$ cat config.mk
export PLATFORM = sky130hd
export DESIGN_NAME = piece_mover_flat
export DESIGN_NICKNAME = d
export VERILOG_FILES = /design/src/rtl/piece_mover_if.sv /design/src/rtl/piece_mover.sv /design/src/flat_wrapper.sv
export SDC_FILE = /design/constraint.sdc
export NUM_CORES = 1
export LEC_CHECK = 0
export CORE_ASPECT_RATIO = 1.5
export CORE_MARGIN = 2
export CORE_UTILIZATION = 51
export DETAILED_ROUTE_END_ITERATION = 10
export MAX_ROUTING_LAYER = met4
export PLACE_DENSITY = 0.85
export SYNTH_ARGS = -nofsm -noshare
export SYNTH_HDL_FRONTEND = slang
export SYNTH_SLANG_ARGS = --single-unit
$ cat constraint.sdc
create_clock -name clk -period 5.2 [get_ports clk]
set_input_delay 0.78 -clock clk [delete_from_list [all_inputs] [get_ports clk]]
set_output_delay 0.78 -clock clk [all_outputs]
set_load 0.05 [all_outputs]
$ cat src/rtl/piece_mover_if.sv
// Handshake between piece_mover and its collision checker: control and move
// lines plus candidate coordinates out, collision verdict back.
interface piece_mover_if #(
  parameter int XSIZE = 3,
  parameter int YSIZE = 3
) ();
  logic                chkReset;
  logic                chkCheck;
  logic                chkLoad;
  logic                chkLeft;
  logic                chkRight;
  logic                chkDown;
  logic [3:0][XSIZE:0] chkX;
  logic [3:0][YSIZE:0] chkY;
  logic                colOut;
  logic                colDone;

  modport master (
    output chkReset, chkCheck, chkLoad, chkLeft, chkRight, chkDown, chkX, chkY,
    input  colOut, colDone
  );

  modport slave (
    input  chkReset, chkCheck, chkLoad, chkLeft, chkRight, chkDown, chkX, chkY,
    output colOut, colDone
  );
endinterface

$ cat src/rtl/piece_mover.sv
// Moves a four-cell piece on the grid; every spawn or move is validated by an
// external collision checker before it is committed.
module piece_mover #(
  parameter int WIDTH  = 8,
  parameter int HEIGHT = 8,
  parameter int XSIZE  = 3,
  parameter int YSIZE  = 3
) (
  input  logic                clk,
  input  logic                reset,
  input  logic                spawn,
  input  logic [3:0][XSIZE:0] spawnX,
  input  logic [3:0][YSIZE:0] spawnY,
  input  logic                left,
  input  logic                right,
  input  logic                down,
  input  logic                gravity,
  piece_mover_if.master       chk,
  output logic [3:0][XSIZE:0] pieceX,
  output logic [3:0][YSIZE:0] pieceY,
  output logic                active,
  output logic                busy,
  output logic                moved,
  output logic                landed,
  output logic                gameOver,
  output logic                timeoutErr
);

  if ((WIDTH > (1 << (XSIZE + 1))) || (HEIGHT > (1 << (YSIZE + 1)))) begin : g_geometry_check
    $error("piece_mover: grid does not fit the coordinate width");
  end

  typedef enum logic [2:0] {S_IDLE, S_CLR, S_ARM, S_WAIT, S_RESOLVE} state_t;
  typedef enum logic [2:0] {CMD_NONE, CMD_SPAWN, CMD_LEFT, CMD_RIGHT, CMD_DOWN} cmd_t;

  localparam logic [XSIZE:0] XONE = 1;
  localparam logic [YSIZE:0] YONE = 1;

  state_t              state, state_nxt;
  cmd_t                cmd, accept;
  logic                pending_g;
  logic                col;
  logic [2:0]          wait_cnt;
  logic                timeout;
  logic                in_chk;
  logic [3:0][XSIZE:0] chk_x, new_x;
  logic [3:0][YSIZE:0] chk_y, new_y;

  // Seventh consecutive WAIT cycle without an answer forces a blocked result.
  assign timeout = (state == S_WAIT) && !chk.colDone && (wait_cnt == 3'd6);

  always_ff @(posedge clk or posedge reset) begin
    if (reset) state <= S_IDLE;
    else       state <= state_nxt;
  end

  always_comb begin
    state_nxt = state;
    accept    = CMD_NONE;
    case (state)
      S_IDLE: begin
        if (!gameOver) begin
          if (spawn && !active)                 accept = CMD_SPAWN;
          else if (active && (down || pending_g)) accept = CMD_DOWN;
          else if (active && left)              accept = CMD_LEFT;
          else if (active && right)             accept = CMD_RIGHT;
        end
        if (accept != CMD_NONE) state_nxt = S_CLR;
      end
      S_CLR:     state_nxt = S_ARM;
      S_ARM:     state_nxt = S_WAIT;
      S_WAIT:    if (chk.colDone || timeout) state_nxt = S_RESOLVE;
      S_RESOLVE: state_nxt = S_IDLE;
      default:   state_nxt = S_IDLE;
    endcase
  end

  always_comb begin
    in_chk       = (state == S_CLR) || (state == S_ARM) || (state == S_WAIT);
    busy         = (state != S_IDLE);
    chk.chkReset = (state == S_CLR);
    chk.chkCheck = (state == S_ARM);
    chk.chkLoad  = in_chk && (cmd == CMD_SPAWN);
    chk.chkLeft  = in_chk && (cmd == CMD_LEFT);
    chk.chkRight = in_chk && (cmd == CMD_RIGHT);
    chk.chkDown  = in_chk && (cmd == CMD_DOWN);
    chk.chkX     = chk_x;
    chk.chkY     = chk_y;
    moved        = (state == S_RESOLVE) && !col;
    landed       = (state == S_RESOLVE) && col && (cmd == CMD_DOWN);
  end

  always_comb begin
    new_x = chk_x;
    new_y = chk_y;
    for (int unsigned i = 0; i < 4; i++) begin
      case (cmd)
        CMD_LEFT:  new_x[i] = chk_x[i] - XONE;
        CMD_RIGHT: new_x[i] = chk_x[i] + XONE;
        CMD_DOWN:  new_y[i] = chk_y[i] + YONE;
        default:   ;
      endcase
    end
  end

  always_ff @(posedge clk or posedge reset) begin
    if (reset) begin
      cmd        <= CMD_NONE;
      pending_g  <= 1'b0;
      col        <= 1'b0;
      wait_cnt   <= '0;
      chk_x      <= '0;
      chk_y      <= '0;
      pieceX     <= '0;
      pieceY     <= '0;
      active     <= 1'b0;
      gameOver   <= 1'b0;
      timeoutErr <= 1'b0;
    end else begin
      // A gravity tick wins over the clear so a tick in the accept cycle survives.
      if (gravity)                 pending_g <= 1'b1;
      else if (accept == CMD_DOWN) pending_g <= 1'b0;

      case (state)
        S_IDLE: begin
          if (accept != CMD_NONE) begin
            cmd      <= accept;
            wait_cnt <= '0;
            chk_x    <= (accept == CMD_SPAWN) ? spawnX : pieceX;
            chk_y    <= (accept == CMD_SPAWN) ? spawnY : pieceY;
          end
        end
        S_WAIT: begin
          if (chk.colDone) begin
            col <= chk.colOut;
          end else if (timeout) begin
            col        <= 1'b1;
            timeoutErr <= 1'b1;
          end else begin
            wait_cnt <= wait_cnt + 3'd1;
          end
        end
        S_RESOLVE: begin
          if (!col) begin
            pieceX <= new_x;
            pieceY <= new_y;
            if (cmd == CMD_SPAWN) active <= 1'b1;
          end else if (cmd == CMD_DOWN) begin
            active <= 1'b0;
          end else if (cmd == CMD_SPAWN) begin
            gameOver <= 1'b1;
          end
        end
        default: ;
      endcase
    end
  end

endmodule

$ cat src/flat_wrapper.sv
// flat-port wrapper written by rule: the top's interface ports become plain ports
module piece_mover_flat 
#(
  parameter int WIDTH  = 8,
  parameter int HEIGHT = 8,
  parameter int XSIZE  = 3,
  parameter int YSIZE  = 3
)
  (clk, reset, spawn, spawnX, spawnY, left, right, down, gravity, pieceX, pieceY, active, busy, moved, landed, gameOver, timeoutErr, chk_chkReset, chk_chkCheck, chk_chkLoad, chk_chkLeft, chk_chkRight, chk_chkDown, chk_chkX, chk_chkY, chk_colOut, chk_colDone);
  piece_mover_if #(.XSIZE(XSIZE), .YSIZE(YSIZE)) chk_i ();
  input  logic clk;
  input  logic reset;
  input  logic spawn;
  input  logic [3:0][XSIZE:0] spawnX;
  input  logic [3:0][YSIZE:0] spawnY;
  input  logic left;
  input  logic right;
  input  logic down;
  input  logic gravity;
  output logic [3:0][XSIZE:0] pieceX;
  output logic [3:0][YSIZE:0] pieceY;
  output logic active;
  output logic busy;
  output logic moved;
  output logic landed;
  output logic gameOver;
  output logic timeoutErr;
  output wire logic [$bits(chk_i.chkReset)-1:0] chk_chkReset;
  output wire logic [$bits(chk_i.chkCheck)-1:0] chk_chkCheck;
  output wire logic [$bits(chk_i.chkLoad)-1:0] chk_chkLoad;
  output wire logic [$bits(chk_i.chkLeft)-1:0] chk_chkLeft;
  output wire logic [$bits(chk_i.chkRight)-1:0] chk_chkRight;
  output wire logic [$bits(chk_i.chkDown)-1:0] chk_chkDown;
  output wire logic [$bits(chk_i.chkX)-1:0] chk_chkX;
  output wire logic [$bits(chk_i.chkY)-1:0] chk_chkY;
  input wire logic [$bits(chk_i.colOut)-1:0] chk_colOut;
  input wire logic [$bits(chk_i.colDone)-1:0] chk_colDone;
  assign chk_chkReset = chk_i.chkReset;
  assign chk_chkCheck = chk_i.chkCheck;
  assign chk_chkLoad = chk_i.chkLoad;
  assign chk_chkLeft = chk_i.chkLeft;
  assign chk_chkRight = chk_i.chkRight;
  assign chk_chkDown = chk_i.chkDown;
  assign chk_chkX = chk_i.chkX;
  assign chk_chkY = chk_i.chkY;
  assign chk_i.colOut = chk_colOut;
  assign chk_i.colDone = chk_colDone;
  piece_mover #(.WIDTH(WIDTH), .HEIGHT(HEIGHT), .XSIZE(XSIZE), .YSIZE(YSIZE)) u_core (.clk(clk), .reset(reset), .spawn(spawn), .spawnX(spawnX), .spawnY(spawnY), .left(left), .right(right), .down(down), .gravity(gravity), .chk(chk_i), .pieceX(pieceX), .pieceY(pieceY), .active(active), .busy(busy), .moved(moved), .landed(landed), .gameOver(gameOver), .timeoutErr(timeoutErr));
endmodule
---- Word level (Yosys, flattened, before mapping) ----
Index checks and enable logic that the tools add are counted.
operators by class
  bitwise gates (word level) .............. 3
  add/sub/neg operators ................... 13
  muxes and demuxes ....................... 31
  equal/unequal tests ..................... 17
  reduce and logical (&&, ||, !) cells .... 36
operators by type and width
  operator                                                                 number
  3-bit 2-to-1 mux                                                         11
  4-bit by 1-bit adder with 4-bit output, second input constant            8
  16-bit 2-to-1 mux                                                        2
  4-bit one-hot mux with 2 select lines                                    4
  4-bit 2-to-1 mux                                                         4
  4-bit by 1-bit subtractor with 4-bit output, second input constant       4
  1-bit logical AND                                                        13
  3-bit by 2-bit == test with 1-bit output, second input constant          4
  3-bit == test, second input constant                                     4
  3-bit one-hot mux with 4 select lines                                    1
  3-bit by 1-bit == test with 1-bit output, second input constant          3
  3-bit nonzero test                                                       3
  2-bit inequality test, second input constant                             4
  2-bit AND reduction                                                      4
  4-bit AND reduction                                                      2
  2-bit nonzero test                                                       4
  1-bit 2-to-1 mux                                                         7
  3-bit one-hot mux with 2 select lines                                    1
  3-bit AND reduction                                                      2
  1-bit logical OR                                                         4
  2-bit by 1-bit inequality test with 1-bit output, second input constant  2
  3-bit by 1-bit adder with 3-bit output, second input constant            1
  1-bit zero test                                                          3
  3-bit zero test                                                          1
  other kinds (2)                                                          4
word-level totals
  register bits ........................... 78
  output and inout port bits .............. 76
  logic and storage cells ................. 124
  input bits .............................. 41

---- Longest topological paths before layout ----
  word-level depth ........................ 11
  gate-level depth with buffers ........... 8
  depth with buffers taken out ............ 8

---- Worst setup path before layout ----
No wires, ideal clock.
  path kind ............................... register to output
  from .................................... register u_core.state[2]
  to ...................................... output port chk_chkDown
  data required time ...................... 4.420 ns
  slack ................................... 2.088 ns
  cell stages (with the launch flop) ...... 4
  data arrival time ....................... 2.332 ns
  buffers on the path ..................... 1
  cell sequence ........................... dfrtp_1 clkbuf_1 or2_2 nor4_1
on the way
  cells in the longest elaborated chain, start to end .. 4
  elaborated cells on any way between the ends .. 6
  those cells by class .................... 3 x eq/ne; 3 x reduce/logical
RTL lines
  element                                                                                                      RTL line            RTL
  start: declaration                                                                                           piece_mover.sv:39   state_t state, state_nxt;
  start signal: assignment                                                                                     piece_mover.sv:54   else state <= state_nxt;
  3-bit by 1-bit == test with 1-bit output / 3-bit by 2-bit == test with 1-bit output (equally long branches)  piece_mover.sv:79   in_chk = (state == S_CLR) || (state == S_ARM) || (state == S_WAIT);
  1-bit logical OR                                                                                             piece_mover.sv:79
  1-bit logical OR *                                                                                           piece_mover.sv:79
  1-bit logical AND *                                                                                          piece_mover.sv:86   chk.chkDown = in_chk && (cmd == CMD_DOWN);
  end: declaration                                                                                             flat_wrapper.sv:33  output wire logic [$bits(chk_i.chkDown)-1:0] chk_chkDown;
Every way passes the cells marked *; elsewhere a longest branch is shown, timed or not.

---- Final worst setup path ----
  from .................................... register u_core.state[0]
  to ...................................... output port moved
on the way
  cells in the longest elaborated chain, start to end .. 2
RTL lines
  element            RTL line            RTL
  3-bit == test      piece_mover.sv:89   moved = (state == S_RESOLVE) && !col;
  1-bit logical AND  piece_mover.sv:89
  end: declaration   flat_wrapper.sv:24  output logic moved;
No other way between the ends.

==> metrics.log <==
[metrics] Hold Violations, Final: 0
[metrics] routed via count: roughly 3600
[metrics] max-slew violation count: 0
[metrics] launch point of the worst hold path: u_core.pieceY[0]
[metrics] post-detailed-routing wire length: 10700 um
[metrics] via count of the first global-routing pass: 3569
[metrics] Worst Hold Endpoint: u_core.pieceY[0]
[metrics] unrepaired setup endpoints after global routing: false
[metrics] mapped cell area: ~4000 sq um
[metrics] final worst-path cycle share: 0.695
[metrics] ordered cell list for the critical path: nor2_1 -> nand2_1 -> or2_2 -> inv_1 -> clkdlybuf4s50_1
[metrics] clock latency on the worst-skew pair: approximately 0.34 ns
[metrics] initial antenna violation count: 0
[metrics] total grt overflow: 0
[metrics] total negative setup slack: 0 ns
[metrics] Clock Tree Root: clkbuf_16
[metrics] Core Rows: 39
[metrics] origin of the critical flop-to-flop path: u_core.cmd[0]
[metrics] outcome: finished clean
[metrics] Layout area overhead: 38.3%
[metrics] R2R setup slack: around 2.4 ns
[metrics] worst hold path stage count: 2
[metrics] main flop type after synthesis: dfrtp_1
[metrics] required time reported for the critical path endpoint: about 4.4 ns
[metrics] hold_buf cts: 0
[metrics] synthesized netlist net count: ~470
[metrics] Post-Syn Instances: a little over 400
[metrics] number of DRC markers after the initial detailed-route iteration: ~340
[metrics] largest fanout of any net on the critical path: 65
[metrics] die height: between 100 and 150 um
[metrics] post-detail-place hpwl: 7510 um
[metrics] global-route wire length before repair: roughly 17000 um
[metrics] shortest clock period the worst path allows after layout: around 3.6 ns
[metrics] flop and latch count out of synthesis: 78
[metrics] endpoint of the most critical register-to-register path: u_core.pieceX[7]
[metrics] wire per inst: between 15 and 20 um
[metrics] number of buffers added on ports: ~120
[metrics] clock edge transition at the registers on the reported setup and hold paths: about 0.060 ns
[metrics] mean area per synthesized cell: about 9.6 sq um
[metrics] clock sink count: 78
[metrics] gp weighted congestion: between 0.9 and 1
[metrics] die width: approximately 76 um
[metrics] number of DRC violations after detailed routing: 0
[metrics] setup violation total in the final timing report: 0
[metrics] Fmax achieved: approximately 280 MHz
[metrics] FF-to-FF path depth: 7
[metrics] post-detailed-route via-to-cell ratio: between 5 and 6
[metrics] data arrival time of the worst path: 2.83 ns
[metrics] postcts setup bufs: 0
[metrics] Clock Tree Buf Depth: 2
[metrics] Detail Route Antenna Nets: 0
[metrics] # resized after CTS: 0
[metrics] Tightest Hold Check Type: reg -> reg
[metrics] global-route usage over all layers: 0.267
[metrics] EDFF count, synth: 0
[metrics] pin count of the biggest net entering global routing: between 60 and 70
[metrics] fraction of final layout cells sized beyond drive strength 1: 0.0568
[metrics] pre-CTS WS: ~2.0 ns
[metrics] transition time of the tightest slew-check pin: about 1.3 ns
[metrics] max-capacitance violation count: 0
[metrics] Max stage delay cell, worst path: clkdlybuf4s50_1
[metrics] share of flip-flops with an asynchronous set or reset: 1.00
[metrics] Clock Skew: 0.00787 ns
[metrics] critical path's largest stage delay: about 0.82 ns
[metrics] most frequent cells in the layout: clkdlybuf4s50_1, dfrtp_1, nand2_1
[metrics] cts bufs inserted: 9
[metrics] final net count: 582
[metrics] # diodes: 0
[metrics] crit path kind: reg -> out
[metrics] sequential area share after synthesis: 0.492
[metrics] crit path setup slack, layout: 1.59 ns
[metrics] number of top-level design ports: approximately 120
[metrics] core region area: about 7600 sq um
[metrics] Ys Warns: 0
[metrics] effective utilization at floorplan: 0.525
[metrics] leading cell type in the layout, fill and taps excluded: clkdlybuf4s50_1
[metrics] clock tree from TritonCTS: yes
[metrics] number of library cell types mapped by synthesis: 42
[metrics] Startpoint Class: flip-flop
[metrics] router iterations before antenna repair: 6
[metrics] fill count: between 500 and 600
[metrics] die area: about 8500 sq um
[metrics] worst max-slew margin expressed relative to the limit: 0.158
[metrics] count of H-tree levels built during CTS: 3
[metrics] critical path capture point type: output pin
[layout make-up]
cell class                      count  area [sq um]  share of cell area
Sequential cell                    78          1950               0.356
Multi-Input combinational cell    302          1860               0.340
Timing Repair Buffer              121          1200               0.218
Clock buffer                       13           260              0.0474
Tap cell                          102           128              0.0233
Clock inverter                      3          42.5             0.00775
Inverter                           11          42.5             0.00775
[synth_stat cells, types with 2 or more instances]
library cell	count	area, sq um
ha_1	14	175
buf_4	3	22.5
buf_2	7	35.0
xnor2_1	13	114
o22ai_1	35	219
mux2i_1	8	80.1
a21oi_1	38	190
a21boi_0	4	30.0
nor3b_1	2	15.0
or3_1	2	12.5
nand2_1	47	176
inv_1	10	37.5
or2_2	3	18.8
xor2_1	12	105
nor2_1	40	150
nor2b_1	2	12.5
and3b_1	4	35.0
nor4_1	2	12.5
o21ai_0	44	220
clkbuf_1	14	52.6
nand4_1	4	25.0
dfrtp_1	78	1950
a31oi_1	2	12.5
fa_1	4	80.1
nor3_4	2	32.5
nand3_1	5	25.0
[sequential cells by signal, summed over array words and instances, names as in the netlist]
signal,cells
u_core.chk.chkX,16
u_core.chk.chkY,16
u_core.pieceX,16
u_core.pieceY,16
u_core.cmd,3
u_core.state,3
u_core.wait_cnt,3
u_core.active,1
u_core.col,1
u_core.gameOver,1
u_core.pending_g,1
u_core.timeoutErr,1
[worst max-delay path, delay by kind of cell (launching register included)]
| kind | cells | cell delay, ns |
|---|---|---|
| buf+inv | 2 | 1.01 |
| flops | 1 | 0.47 |
| simple gates | 3 | 1.01 |
[through the flow]
| stage | hold WS, ns | instance area [sq um] | std cells | util |
|---|---|---|---|---|
| after detailed placement | 0.500 | 5180 | 614 | 0.686 |
| final | 0.508 | 5490 | 630 | 0.726 |
| after global placement | 0.485 | 5180 | 614 | 0.686 |
| after global routing | 0.535 | 5490 | 630 | 0.726 |
| after CTS | 0.512 | 5490 | 630 | 0.726 |
| after floorplan | 0.464 | 3970 | 415 | - |
[worst max-delay path by stage]
stage | start | end | slack [ns]
5_1_grt | u_core.state[0] | moved | 1.43
3_5_place_dp | u_core.state[0] | moved | 1.98
4_1_cts | u_core.state[0] | moved | 1.59
2_1_floorplan | u_core.state[2] | chk_chkDown | 2.09
3_3_place_gp | u_core.state[0] | moved | 2.05
6_report | u_core.state[0] | moved | 1.59
[cells by family after synthesis]
logic type                 after synthesis  synth area share
muxes                                    8            0.0202
DFF                                     78             0.492
AOI/OAI and AO/OA                      131             0.186
adders and majority gates               18            0.0643
buffers and inverters                   35            0.0382
and+or+nand+nor                        120             0.144
xor gates and xnor gates                25            0.0552
[routing by layer]
| layer | GRT usage | up-vias | share of wire |
|---|---|---|---|
| met3 | 0.0603 | 29 | 0.043 |
| met5 | - | - | 0 |
| met4 | 0.109 | 0 | 0.027 |
| met1 | 0.289 | 1722 | 0.38 |
| li1 | - | 1690 | - |
| met2 | 0.474 | 115 | 0.55 |
Power is not shown: default switching activity piles up to over one toggle a cycle in this logic, so the estimate is an artifact.
